## src/rtl/pipeline_hazard_ctrl_if.sv

```systemverilog
// ----------------------------------------------------------------------------
// pipeline_hazard_ctrl_if
//   Bundle between the hazard controller and the five-stage pipeline.
//   master : hazard controller (samples hazard inputs, drives stall/clear,
//            pc_load and the performance counters)
//   slave  : pipeline side (drives hazard inputs, consumes control)
//
//   IF_memaccess / imem_resp    : imem request outstanding / completes now
//   MEM_memaccess / dmem_resp   : dmem request outstanding / completes now
//   ID_rs1, ID_rs2, ID_uses_rs* : source operands of the ID instruction
//   EX_rd, EX_is_load           : destination / load flag of EX instruction
//   EX_br_taken                 : EX resolved a taken branch or jump
//   pc_load                     : PC register load enable
//   stall_<buf> / clear_<buf>   : hold / bubble for IF_ID, ID_EX, EX_MEM, MEM_WB
//   stall_count / flush_count   : saturating performance counters
// ----------------------------------------------------------------------------
interface pipeline_hazard_ctrl_if #(
  parameter int CNT_WIDTH = 32
);
  logic                 IF_memaccess;
  logic                 imem_resp;
  logic                 MEM_memaccess;
  logic                 dmem_resp;
  logic [4:0]           ID_rs1;
  logic [4:0]           ID_rs2;
  logic                 ID_uses_rs1;
  logic                 ID_uses_rs2;
  logic [4:0]           EX_rd;
  logic                 EX_is_load;
  logic                 EX_br_taken;

  logic                 pc_load;
  logic                 stall_IF_ID;
  logic                 stall_ID_EX;
  logic                 stall_EX_MEM;
  logic                 stall_MEM_WB;
  logic                 clear_IF_ID;
  logic                 clear_ID_EX;
  logic                 clear_EX_MEM;
  logic                 clear_MEM_WB;
  logic [CNT_WIDTH-1:0] stall_count;
  logic [CNT_WIDTH-1:0] flush_count;

  modport master (
    input  IF_memaccess, imem_resp, MEM_memaccess, dmem_resp,
           ID_rs1, ID_rs2, ID_uses_rs1, ID_uses_rs2,
           EX_rd, EX_is_load, EX_br_taken,
    output pc_load,
           stall_IF_ID, stall_ID_EX, stall_EX_MEM, stall_MEM_WB,
           clear_IF_ID, clear_ID_EX, clear_EX_MEM, clear_MEM_WB,
           stall_count, flush_count
  );

  modport slave (
    output IF_memaccess, imem_resp, MEM_memaccess, dmem_resp,
           ID_rs1, ID_rs2, ID_uses_rs1, ID_uses_rs2,
           EX_rd, EX_is_load, EX_br_taken,
    input  pc_load,
           stall_IF_ID, stall_ID_EX, stall_EX_MEM, stall_MEM_WB,
           clear_IF_ID, clear_ID_EX, clear_EX_MEM, clear_MEM_WB,
           stall_count, flush_count
  );
endinterface

```

## src/rtl/pipeline_hazard_ctrl.sv

```systemverilog
// ----------------------------------------------------------------------------
// pipeline_hazard_ctrl
//   Stall/clear generator for the four pipeline buffers plus the PC load
//   enable. Handles imem/dmem wait states, EX-resolved redirects, load-use
//   hazards and discarding a fetch that belongs to a squashed path. Keeps
//   saturating stall-cycle and redirect counters.
//
//   clk    : clock, all state updates on the rising edge
//   reset  : synchronous, active-high
//   hz     : pipeline_hazard_ctrl_if.master (hazard inputs in, control out)
//
//   All control outputs are combinational from the one-bit FSM state and
//   the current inputs; decisions take effect in the same cycle.
// ----------------------------------------------------------------------------
module pipeline_hazard_ctrl #(
  parameter int CNT_WIDTH = 32
) (
  input  logic                   clk,
  input  logic                   reset,
  pipeline_hazard_ctrl_if.master hz
);

  // RUN     : normal operation
  // DISCARD : an imem fetch from the squashed path is still outstanding
  typedef enum logic {
    ST_RUN     = 1'b0,
    ST_DISCARD = 1'b1
  } state_e;

  // Buffer index order inside the vectors: [3]=IF_ID [2]=ID_EX [1]=EX_MEM [0]=MEM_WB
  typedef struct packed {
    logic       pc_load;
    logic [3:0] stall;
    logic [3:0] clear;
  } ctrl_t;

  localparam ctrl_t CTRL_IDLE  = '{pc_load: 1'b1, stall: 4'b0000, clear: 4'b0000};
  localparam ctrl_t CTRL_RESET = '{pc_load: 1'b0, stall: 4'b0000, clear: 4'b1111};
  localparam ctrl_t CTRL_DMEM  = '{pc_load: 1'b0, stall: 4'b1111, clear: 4'b0000};
  localparam ctrl_t CTRL_REDIR = '{pc_load: 1'b1, stall: 4'b0000, clear: 4'b1100};
  localparam ctrl_t CTRL_LUH   = '{pc_load: 1'b0, stall: 4'b1000, clear: 4'b0100};
  localparam ctrl_t CTRL_IBUB  = '{pc_load: 1'b0, stall: 4'b0000, clear: 4'b1000};

  localparam logic [CNT_WIDTH-1:0] CNT_MAX = '1;
  localparam logic [CNT_WIDTH-1:0] CNT_ONE = CNT_WIDTH'(1);

  state_e               state_q, state_d;
  logic [CNT_WIDTH-1:0] stall_cnt_q, stall_cnt_d;
  logic [CNT_WIDTH-1:0] flush_cnt_q, flush_cnt_d;

  ctrl_t ctrl;
  logic  flush_inc;

  // --------------------------------------------------------------------------
  // Hazard terms
  // --------------------------------------------------------------------------
  logic dstall, istall, rs1_hit, rs2_hit, luh;

  assign dstall  = hz.MEM_memaccess & ~hz.dmem_resp;
  assign istall  = hz.IF_memaccess  & ~hz.imem_resp;
  assign rs1_hit = hz.ID_uses_rs1 & (hz.ID_rs1 == hz.EX_rd);
  assign rs2_hit = hz.ID_uses_rs2 & (hz.ID_rs2 == hz.EX_rd);
  // x0 is hard-wired zero, so a load targeting it never creates a dependency.
  assign luh     = hz.EX_is_load & (hz.EX_rd != 5'd0) & (rs1_hit | rs2_hit);

  // --------------------------------------------------------------------------
  // Next-state and control decode
  // --------------------------------------------------------------------------
  // NOTE: every signal written here gets a default before any branch, so no
  // path leaves a value unassigned and no latch can be inferred.
  always_comb begin
    ctrl      = CTRL_IDLE;
    state_d   = state_q;
    flush_inc = 1'b0;

    if (reset) begin
      ctrl    = CTRL_RESET;
      state_d = ST_RUN;
    end else begin
      unique case (state_q)
        ST_RUN: begin
          if (dstall) begin
            // Whole pipe frozen; a pending redirect or load-use stays on the
            // EX/ID inputs and is acted on once dmem completes.
            ctrl = CTRL_DMEM;
          end else if (hz.EX_br_taken) begin
            ctrl      = CTRL_REDIR;
            flush_inc = 1'b1;
            // The in-flight fetch is for the wrong path; its response must
            // be thrown away when it finally arrives.
            if (istall) state_d = ST_DISCARD;
          end else if (luh) begin
            ctrl = CTRL_LUH;
          end else if (istall) begin
            ctrl = CTRL_IBUB;
          end
        end

        ST_DISCARD: begin
          // Only bubbles are upstream, so redirect and load-use are ignored.
          ctrl = dstall ? CTRL_DMEM : CTRL_IBUB;
          // The squashed fetch completes with this response; the PC already
          // holds the redirect target and IF re-requests it next cycle.
          if (hz.imem_resp) state_d = ST_RUN;
        end

        default: begin
          ctrl    = CTRL_RESET;
          state_d = ST_RUN;
        end
      endcase
    end
  end

  // --------------------------------------------------------------------------
  // Saturating performance counters
  // --------------------------------------------------------------------------
  always_comb begin
    stall_cnt_d = stall_cnt_q;
    flush_cnt_d = flush_cnt_q;
    if (!ctrl.pc_load && stall_cnt_q != CNT_MAX) stall_cnt_d = stall_cnt_q + CNT_ONE;
    if (flush_inc && flush_cnt_q != CNT_MAX)     flush_cnt_d = flush_cnt_q + CNT_ONE;
  end

  // --------------------------------------------------------------------------
  // State registers
  // --------------------------------------------------------------------------
  // NOTE: sequential state uses non-blocking assignments so every register
  // samples pre-edge values regardless of statement order.
  always_ff @(posedge clk) begin
    if (reset) begin
      state_q     <= ST_RUN;
      stall_cnt_q <= '0;
      flush_cnt_q <= '0;
    end else begin
      state_q     <= state_d;
      stall_cnt_q <= stall_cnt_d;
      flush_cnt_q <= flush_cnt_d;
    end
  end

  // --------------------------------------------------------------------------
  // Outputs
  // --------------------------------------------------------------------------
  assign hz.pc_load      = ctrl.pc_load;
  assign hz.stall_IF_ID  = ctrl.stall[3];
  assign hz.stall_ID_EX  = ctrl.stall[2];
  assign hz.stall_EX_MEM = ctrl.stall[1];
  assign hz.stall_MEM_WB = ctrl.stall[0];
  assign hz.clear_IF_ID  = ctrl.clear[3];
  assign hz.clear_ID_EX  = ctrl.clear[2];
  assign hz.clear_EX_MEM = ctrl.clear[1];
  assign hz.clear_MEM_WB = ctrl.clear[0];
  assign hz.stall_count  = stall_cnt_q;
  assign hz.flush_count  = flush_cnt_q;

endmodule

```

## src/flat_wrapper.sv

```systemverilog
// flat-port wrapper written by rule: the top's interface ports become plain ports
module pipeline_hazard_ctrl_flat 
#(
  parameter int CNT_WIDTH = 32
)
  (clk, reset, hz_IF_memaccess, hz_imem_resp, hz_MEM_memaccess, hz_dmem_resp, hz_ID_rs1, hz_ID_rs2, hz_ID_uses_rs1, hz_ID_uses_rs2, hz_EX_rd, hz_EX_is_load, hz_EX_br_taken, hz_pc_load, hz_stall_IF_ID, hz_stall_ID_EX, hz_stall_EX_MEM, hz_stall_MEM_WB, hz_clear_IF_ID, hz_clear_ID_EX, hz_clear_EX_MEM, hz_clear_MEM_WB, hz_stall_count, hz_flush_count);
  pipeline_hazard_ctrl_if #(.CNT_WIDTH(CNT_WIDTH)) hz_i ();
  input  logic clk;
  input  logic reset;
  input wire logic [$bits(hz_i.IF_memaccess)-1:0] hz_IF_memaccess;
  input wire logic [$bits(hz_i.imem_resp)-1:0] hz_imem_resp;
  input wire logic [$bits(hz_i.MEM_memaccess)-1:0] hz_MEM_memaccess;
  input wire logic [$bits(hz_i.dmem_resp)-1:0] hz_dmem_resp;
  input wire logic [$bits(hz_i.ID_rs1)-1:0] hz_ID_rs1;
  input wire logic [$bits(hz_i.ID_rs2)-1:0] hz_ID_rs2;
  input wire logic [$bits(hz_i.ID_uses_rs1)-1:0] hz_ID_uses_rs1;
  input wire logic [$bits(hz_i.ID_uses_rs2)-1:0] hz_ID_uses_rs2;
  input wire logic [$bits(hz_i.EX_rd)-1:0] hz_EX_rd;
  input wire logic [$bits(hz_i.EX_is_load)-1:0] hz_EX_is_load;
  input wire logic [$bits(hz_i.EX_br_taken)-1:0] hz_EX_br_taken;
  output wire logic [$bits(hz_i.pc_load)-1:0] hz_pc_load;
  output wire logic [$bits(hz_i.stall_IF_ID)-1:0] hz_stall_IF_ID;
  output wire logic [$bits(hz_i.stall_ID_EX)-1:0] hz_stall_ID_EX;
  output wire logic [$bits(hz_i.stall_EX_MEM)-1:0] hz_stall_EX_MEM;
  output wire logic [$bits(hz_i.stall_MEM_WB)-1:0] hz_stall_MEM_WB;
  output wire logic [$bits(hz_i.clear_IF_ID)-1:0] hz_clear_IF_ID;
  output wire logic [$bits(hz_i.clear_ID_EX)-1:0] hz_clear_ID_EX;
  output wire logic [$bits(hz_i.clear_EX_MEM)-1:0] hz_clear_EX_MEM;
  output wire logic [$bits(hz_i.clear_MEM_WB)-1:0] hz_clear_MEM_WB;
  output wire logic [$bits(hz_i.stall_count)-1:0] hz_stall_count;
  output wire logic [$bits(hz_i.flush_count)-1:0] hz_flush_count;
  assign hz_i.IF_memaccess = hz_IF_memaccess;
  assign hz_i.imem_resp = hz_imem_resp;
  assign hz_i.MEM_memaccess = hz_MEM_memaccess;
  assign hz_i.dmem_resp = hz_dmem_resp;
  assign hz_i.ID_rs1 = hz_ID_rs1;
  assign hz_i.ID_rs2 = hz_ID_rs2;
  assign hz_i.ID_uses_rs1 = hz_ID_uses_rs1;
  assign hz_i.ID_uses_rs2 = hz_ID_uses_rs2;
  assign hz_i.EX_rd = hz_EX_rd;
  assign hz_i.EX_is_load = hz_EX_is_load;
  assign hz_i.EX_br_taken = hz_EX_br_taken;
  assign hz_pc_load = hz_i.pc_load;
  assign hz_stall_IF_ID = hz_i.stall_IF_ID;
  assign hz_stall_ID_EX = hz_i.stall_ID_EX;
  assign hz_stall_EX_MEM = hz_i.stall_EX_MEM;
  assign hz_stall_MEM_WB = hz_i.stall_MEM_WB;
  assign hz_clear_IF_ID = hz_i.clear_IF_ID;
  assign hz_clear_ID_EX = hz_i.clear_ID_EX;
  assign hz_clear_EX_MEM = hz_i.clear_EX_MEM;
  assign hz_clear_MEM_WB = hz_i.clear_MEM_WB;
  assign hz_stall_count = hz_i.stall_count;
  assign hz_flush_count = hz_i.flush_count;
  pipeline_hazard_ctrl #(.CNT_WIDTH(CNT_WIDTH)) u_core (.clk(clk), .reset(reset), .hz(hz_i));
endmodule
```

## config.mk

```make
export PLATFORM = sky130hd
export DESIGN_NAME = pipeline_hazard_ctrl_flat
export DESIGN_NICKNAME = d
export VERILOG_FILES = /design/src/rtl/pipeline_hazard_ctrl_if.sv /design/src/rtl/pipeline_hazard_ctrl.sv /design/src/flat_wrapper.sv
export SDC_FILE = /design/constraint.sdc
export NUM_CORES = 1
export LEC_CHECK = 0
export ABC_AREA = 1
export ABC_CLOCK_PERIOD_IN_PS = 4650
export BUFFER_PORTS_ARGS = -buffer_cell sky130_fd_sc_hd__buf_2
export CAP_MARGIN = 20
export CORE_MARGIN = 2
export CORE_UTILIZATION = 58
export DETAILED_ROUTE_END_ITERATION = 7
export PLACE_DENSITY_LB_ADDON = 0.12
export REMOVE_ABC_BUFFERS = 1
export SYNTH_ARGS = -nofsm -noshare
export SYNTH_HDL_FRONTEND = slang
export SYNTH_SLANG_ARGS = --single-unit
```

## constraint.sdc

```tcl
create_clock -name clk -period 4.65 [get_ports clk]
set_input_delay 0.93 -clock clk [delete_from_list [all_inputs] [get_ports clk]]
set_output_delay 0.93 -clock clk [all_outputs]
set_load 0.01 [all_outputs]
```

# After elaboration in Yosys (flattened, before gate mapping)
# Cells that the tools add are included.
word_totals:
  regBits: 65
  latchBits: 0
  ramBits: 0
  rom_bits: 0
  in_bits: 25
  elab_cells: 39
  n_memories: 0
classes:
  addsub: 2
  multipliers: 0
  div: 0
  n_lt_le_gt_ge: 0
  n_eq_ne: 4
  n_shift: 0
  muxes: 16
  n_bitwise: 10
  n_reduce_logical: 4
ops:
  columns: ["cell", "n"]
  rows:
  - ["32-bit by 1-bit adder with 32-bit output, second input constant", 2]
  - ["32-bit inequality test, second input constant", 2]
  - ["9-bit two-way mux", 5]
  - ["9-bit one-hot mux with 2 select lines", 1]
  - ["5-bit equality test", 2]
  - ["1-bit two-way mux", 8]
  - ["8-bit two-way mux", 1]
  - ["1-bit bitwise AND", 6]
  - ["5-bit nonzero test", 1]
  - ["1-bit inverter", 3]
  - ["1-bit logical AND", 2]
  - ["1-bit one-hot mux with 2 select lines", 1]
  - ["1-bit zero test", 1]
  - ["1-bit bitwise OR", 1]

# Longest topological paths before layout
depth:
  word_depth: 11
  mapped_depth: 14
  mapped_depth_nobuf: 14

# Worst setup path before layout
# No wires, ideal clock.
synth_path:
  path_type: "input to output"
  from: "input reset"
  to: "output hz_clear_IF_ID"
  arrival_time_ps: 1828
  required_time_ps: 3720
  slack_ps: 1892
  stages: 4
  path_cell_list: "clkbuf_1 -> nor2_1 -> a31o_2 -> a21oi_1"
synth_between:
  elab_chain_len: 1
synth_rtl:
  columns: ["item", "line", "text"]
  rows:
  - ["from (decl)", "flat_wrapper.sv:9", "input logic reset;"]
  - ["9-bit two-way mux", "pipeline_hazard_ctrl.sv:76", "if (reset) begin"]
  - ["to (decl)", "flat_wrapper.sv:26", "output wire logic [$bits(hz_i.clear_IF_ID)-1:0] hz_clear_IF_ID;"]
# No other way between the ends.

# Worst setup path in the final report
layout_path:
  from: "input hz_EX_rd[3]"
  to: "output hz_clear_IF_ID"
layout_between:
  elab_chain_len: 9
  elab_cells_between_ends: 13
  cone_classes: "eq/ne: 2; mux: 5; bitwise: 5; reduce/logical: 1"
layout_rtl:
  columns: ["item", "line", "text"]
  rows:
  - ["from (decl)", "flat_wrapper.sv:18", "input wire logic [$bits(hz_i.EX_rd)-1:0] hz_EX_rd;"]
  - ["5-bit equality test (on tied branches)", "pipeline_hazard_ctrl.sv:61, pipeline_hazard_ctrl.sv:62", null]
  - ["1-bit bitwise AND (on tied branches)", "pipeline_hazard_ctrl.sv:61, pipeline_hazard_ctrl.sv:62", null]
  - ["1-bit bitwise OR", "pipeline_hazard_ctrl.sv:64", "assign luh = hz.EX_is_load & (hz.EX_rd != 5'd0) & (rs1_hit | rs2_hit);"]
  - ["1-bit bitwise AND *", "pipeline_hazard_ctrl.sv:64", null]
  - ["9-bit two-way mux *", "pipeline_hazard_ctrl.sv:92", "end else if (luh) begin"]
  - ["9-bit two-way mux *", "pipeline_hazard_ctrl.sv:86", "end else if (hz.EX_br_taken) begin"]
  - ["9-bit two-way mux *", "pipeline_hazard_ctrl.sv:82", "if (dstall) begin"]
  - ["9-bit one-hot mux with 2 select lines *", "pipeline_hazard_ctrl.sv:80", "unique case (state_q)"]
  - ["9-bit two-way mux *", "pipeline_hazard_ctrl.sv:76", null]
# Every way passes the cells marked *; elsewhere a longest branch is shown, timed or not.

==> impl_metrics.csv <==
group,metric,value,unit
clocking,insertion_delay,0.34,ns
critical_path,worstPathCellList,"buf_2 > inv_1 > nand4_1 > o21ai_0 > inv_1 > a31o_2 > a21oi_1 > buf_2",
layout,share_of_post_route_cells_with_drive_strength_above_1,0.2184,
synthesis,ys_seq_area_frac,0.3235,
power_and_ir_drop,power.leakage,2.271,nW
sta,timing_max_transition_violations_final,0,
clocking,ctsLongestPathBuffers,2,
synthesis,synth.area.top_cells,"dfxtp_1, nand2_1, nor2_1",
detailed_routing,route.final.wire_length,9.566,mm
critical_path,critPathTopFamily,"compound AO/OA/AOI/OAI gates",
critical_path,worstReg2RegEnd,"u_core.hz.flush_count[5]",
critical_path,worst-endpoint-arrival,1.95,ns
floorplan,floorplan.die.height,87.28,µm
critical_path,timing.critical_path.buf_inv,4,
synthesis,synth_top_area_share,0.3235,
floorplan,fp.dieArea,7618,µm²
sta,timing.final.crit_period,2.879,ns
place,place_ws,1.765,ns
detailed_routing,detailroute.via_count,4276,
clocking,cts_made_buffers,9,
detailed_routing,post_drt_wl_per_cell,11.84,µm
grt,grt_antenna_before_repair,0,
place,place.gp.congestion,0.8452,
power_and_ir_drop,vdd_ir_drop_max,0.1597,mV
sta,worst_slew_margin_rel,0.5958,
clocking,tritoncts_clock_tree,"done",
clocking,clock_sink_count,65,
grt,largest_net_degree_at_the_start_of_global_routing,62,
synthesis,netlist.top_cell.by_area,"dfxtp_1",
clocking,cts.reportedPaths.clkPinSlew,0.08,ns
critical_path,worst_path_largest_cell_delay,0.24,ns
sta,achievable-frequency,347.3,MHz
critical_path,ff_to_ff_setup_slack,2.28,ns
clocking,total_of_hold_buffers_inserted_after_clock_tree_synthesis,0,
critical_path,worst_setup_path_end_kind,"output port",
sta,timing.final.setup_violations,0,
place,dp_hpwl,6.880,mm
layout,final_common_cell,"nand2_1",
critical_path,cp-start-kind,"primary input",
detailed_routing,route.antenna.remaining_nets,0,
worst_hold_path,hold_path_endpoint,"u_core.hz.flush_count[19]",
place,numPortBuffers,97,
synthesis,synth.distinct_cells,33,
worst_hold_path,holdPathStages,1,
sta,worst_slack,1.771,ns
floorplan,std_cell_rows,30,
floorplan,floorplan.initialDensity,0.5954,
detailed_routing,drt_drc_violations_left,0,
floorplan,ioPinCount,98,
floorplan,chipWidth,87.28,µm
clocking,post_cts_buffers,0,
layout,layout-area-overhead-vs-synth,17.01,%
floorplan,core_region_area,6756,µm²
synthesis,ys_warn_count,0,
clocking,cts_resized,0,
place,placedCellCount,792,
critical_path,cp_data_required_time,3.72,ns
layout,layout.cells.most_common_list,"nand2_1, buf_2, nor2_1",
critical_path,critPathMaxFanout,3,
critical_path,critical_path.reg2reg.startpoint,"u_core.hz.flush_count[1]",
clocking,cts_root_buffer_type,"clkbuf_8",
critical_path,rr_worst_depth,11,
grt,grt_overflow_total,0,
detailed_routing,detailed_router_iteration_count_before_antenna_repair,5,
sta,fin_worst_skew,0.009748,ns
synthesis,yosys_register_bits,65,
critical_path,timing_worst_setup_path_type,"in2out",
clocking,cts-htree-levels,3,
sta,finalHoldViolations,0,
grt,grt_first_pass_wirelength,15.95,mm
synthesis,syn-mean-instance-area,6.325,µm²
synthesis,syn_inst,636,
detailed_routing,viasPerCell,5.292,
layout,antenna-diode-count,0,
sta,setup_tns,0,ns
grt,global_route.usage.total,0.2551,
run,cap_viol_max_count,0,
layout,finish.net_count,750,
synthesis,netlist_area,4023,µm²
outcome,outcome,"finished clean",
detailed_routing,first_iter_violations,225,
worst_hold_path,worst_hold_startpoint,"u_core.hz.flush_count[19]",
power_and_ir_drop,powerDensity,258.8,nW/µm²
sta,unrepaired_setup_endpoints_after_global_routing,"no",
sta,finalCritPeriodShare,0.6192,
sta,worst_slew_pin_slew,0.6062,ns
critical_path,cp_slowest_cell,"a31o_2",
layout,final_cells,808,
worst_hold_path,worst_hold_path_type,"reg2reg",
grt,grt_pass1_vias,3832,
-- synth_stat cells, drive strengths merged --
| cell type | instances |
|---|---|
| nand2 | 166 |
| nor2 | 101 |
| inv | 81 |
| dfxtp | 65 |
| nand3 | 59 |
| a21oi | 51 |
| nor3 | 25 |
| nand4 | 22 |
| buf | 20 |
| o21ai | 11 |
| xor2 | 10 |
| xnor2 | 5 |
| a31oi | 3 |
| clkbuf | 3 |
| nor3b | 3 |
| and3 | 2 |
| ha | 2 |
| nand3b | 2 |
| a21boi | 1 |
| a31o | 1 |
| o21a | 1 |
| or2 | 1 |
| or3 | 1 |
-- state kept, by name, indices dropped and copies added, names as in the netlist --
name                   count
u_core.hz.stall_count     32
u_core.state_q             1
u_core.hz.flush_count     32
-- logic make-up after synthesis --
logic type / count (synthesis) / synth area share
simple gates: 382 / 0.4404
compound gates: 68 / 0.08771
buf+inv: 104 / 0.1095
flops: 65 / 0.3235
fa+ha+maj: 2 / 0.006220
xor+xnor: 15 / 0.03266
-- final cells by class --
class / count / area (µm²)
Multi-Input combinational cell: 467 / 2281
Fill cell: 630 / 2049
Sequential cell: 65 / 1301
Timing Repair Buffer: 99 / 500.5
Inverter: 81 / 304.0
Clock buffer: 11 / 141.4
Tap cell: 80 / 100.1
Clock inverter: 5 / 78.83
-- power breakdown --
part,switching [mW],internal (mW),leakage [nW]
combinational,0.0677,0.0366,1.63
sequential,0.00871,0.563,0.525
clock,0.226,0.316,0.113
-- through the flow --
stage / cell area, µm² / util / total power [mW] / hold slack [ns]
floorplan: 3886 / - / 0.6459 / 0.4958
global placement: 4487 / 0.6641 / 0.6849 / 0.4729
detailed placement: 4487 / 0.6641 / 0.6886 / 0.4776
CTS: 4707 / 0.6967 / 1.228 / 0.4923
global route: 4707 / 0.6967 / 1.267 / 0.5292
finish: 4707 / 0.6967 / 1.218 / 0.4954
-- worst max path at each step --
| stage | slack, ns | from | cells past startpoint | to |
|---|---|---|---|---|
| final | 1.77 | hz_EX_rd[3] | 8 | hz_clear_IF_ID |
| after global routing | 1.65 | hz_EX_rd[2] | 8 | hz_clear_IF_ID |
| after CTS | 1.76 | hz_EX_rd[3] | 8 | hz_clear_IF_ID |
| after detailed placement | 1.77 | hz_EX_rd[3] | 8 | hz_clear_IF_ID |
| after global placement | 1.78 | hz_EX_rd[2] | 8 | hz_clear_IF_ID |
| after floorplan | 1.50 | hz_EX_rd[2] | 11 | hz_pc_load |
-- worst register-to-register path: cells and delay by family, from the launching register on --
family	cells	cell delay [ns]
simple gates	8	1.30
flops	1	0.39
buf+inv	1	0.30
fa+ha+maj	1	0.19
compound gates	1	0.09
-- metal layers --
layer | part of all wire | GRT usage | wire length, µm | up-vias
li1 | - | - | - | 2208
met1 | 0.45 | 0.3079 | 4289 | 1923
met2 | 0.48 | 0.4545 | 4632 | 132
met3 | 0.052 | 0.03602 | 501 | 13
met4 | 0.015 | 0.09790 | 143 | 0
met5 | 0 | 0 | 0 | -
Power figures use the tool's default switching activity.
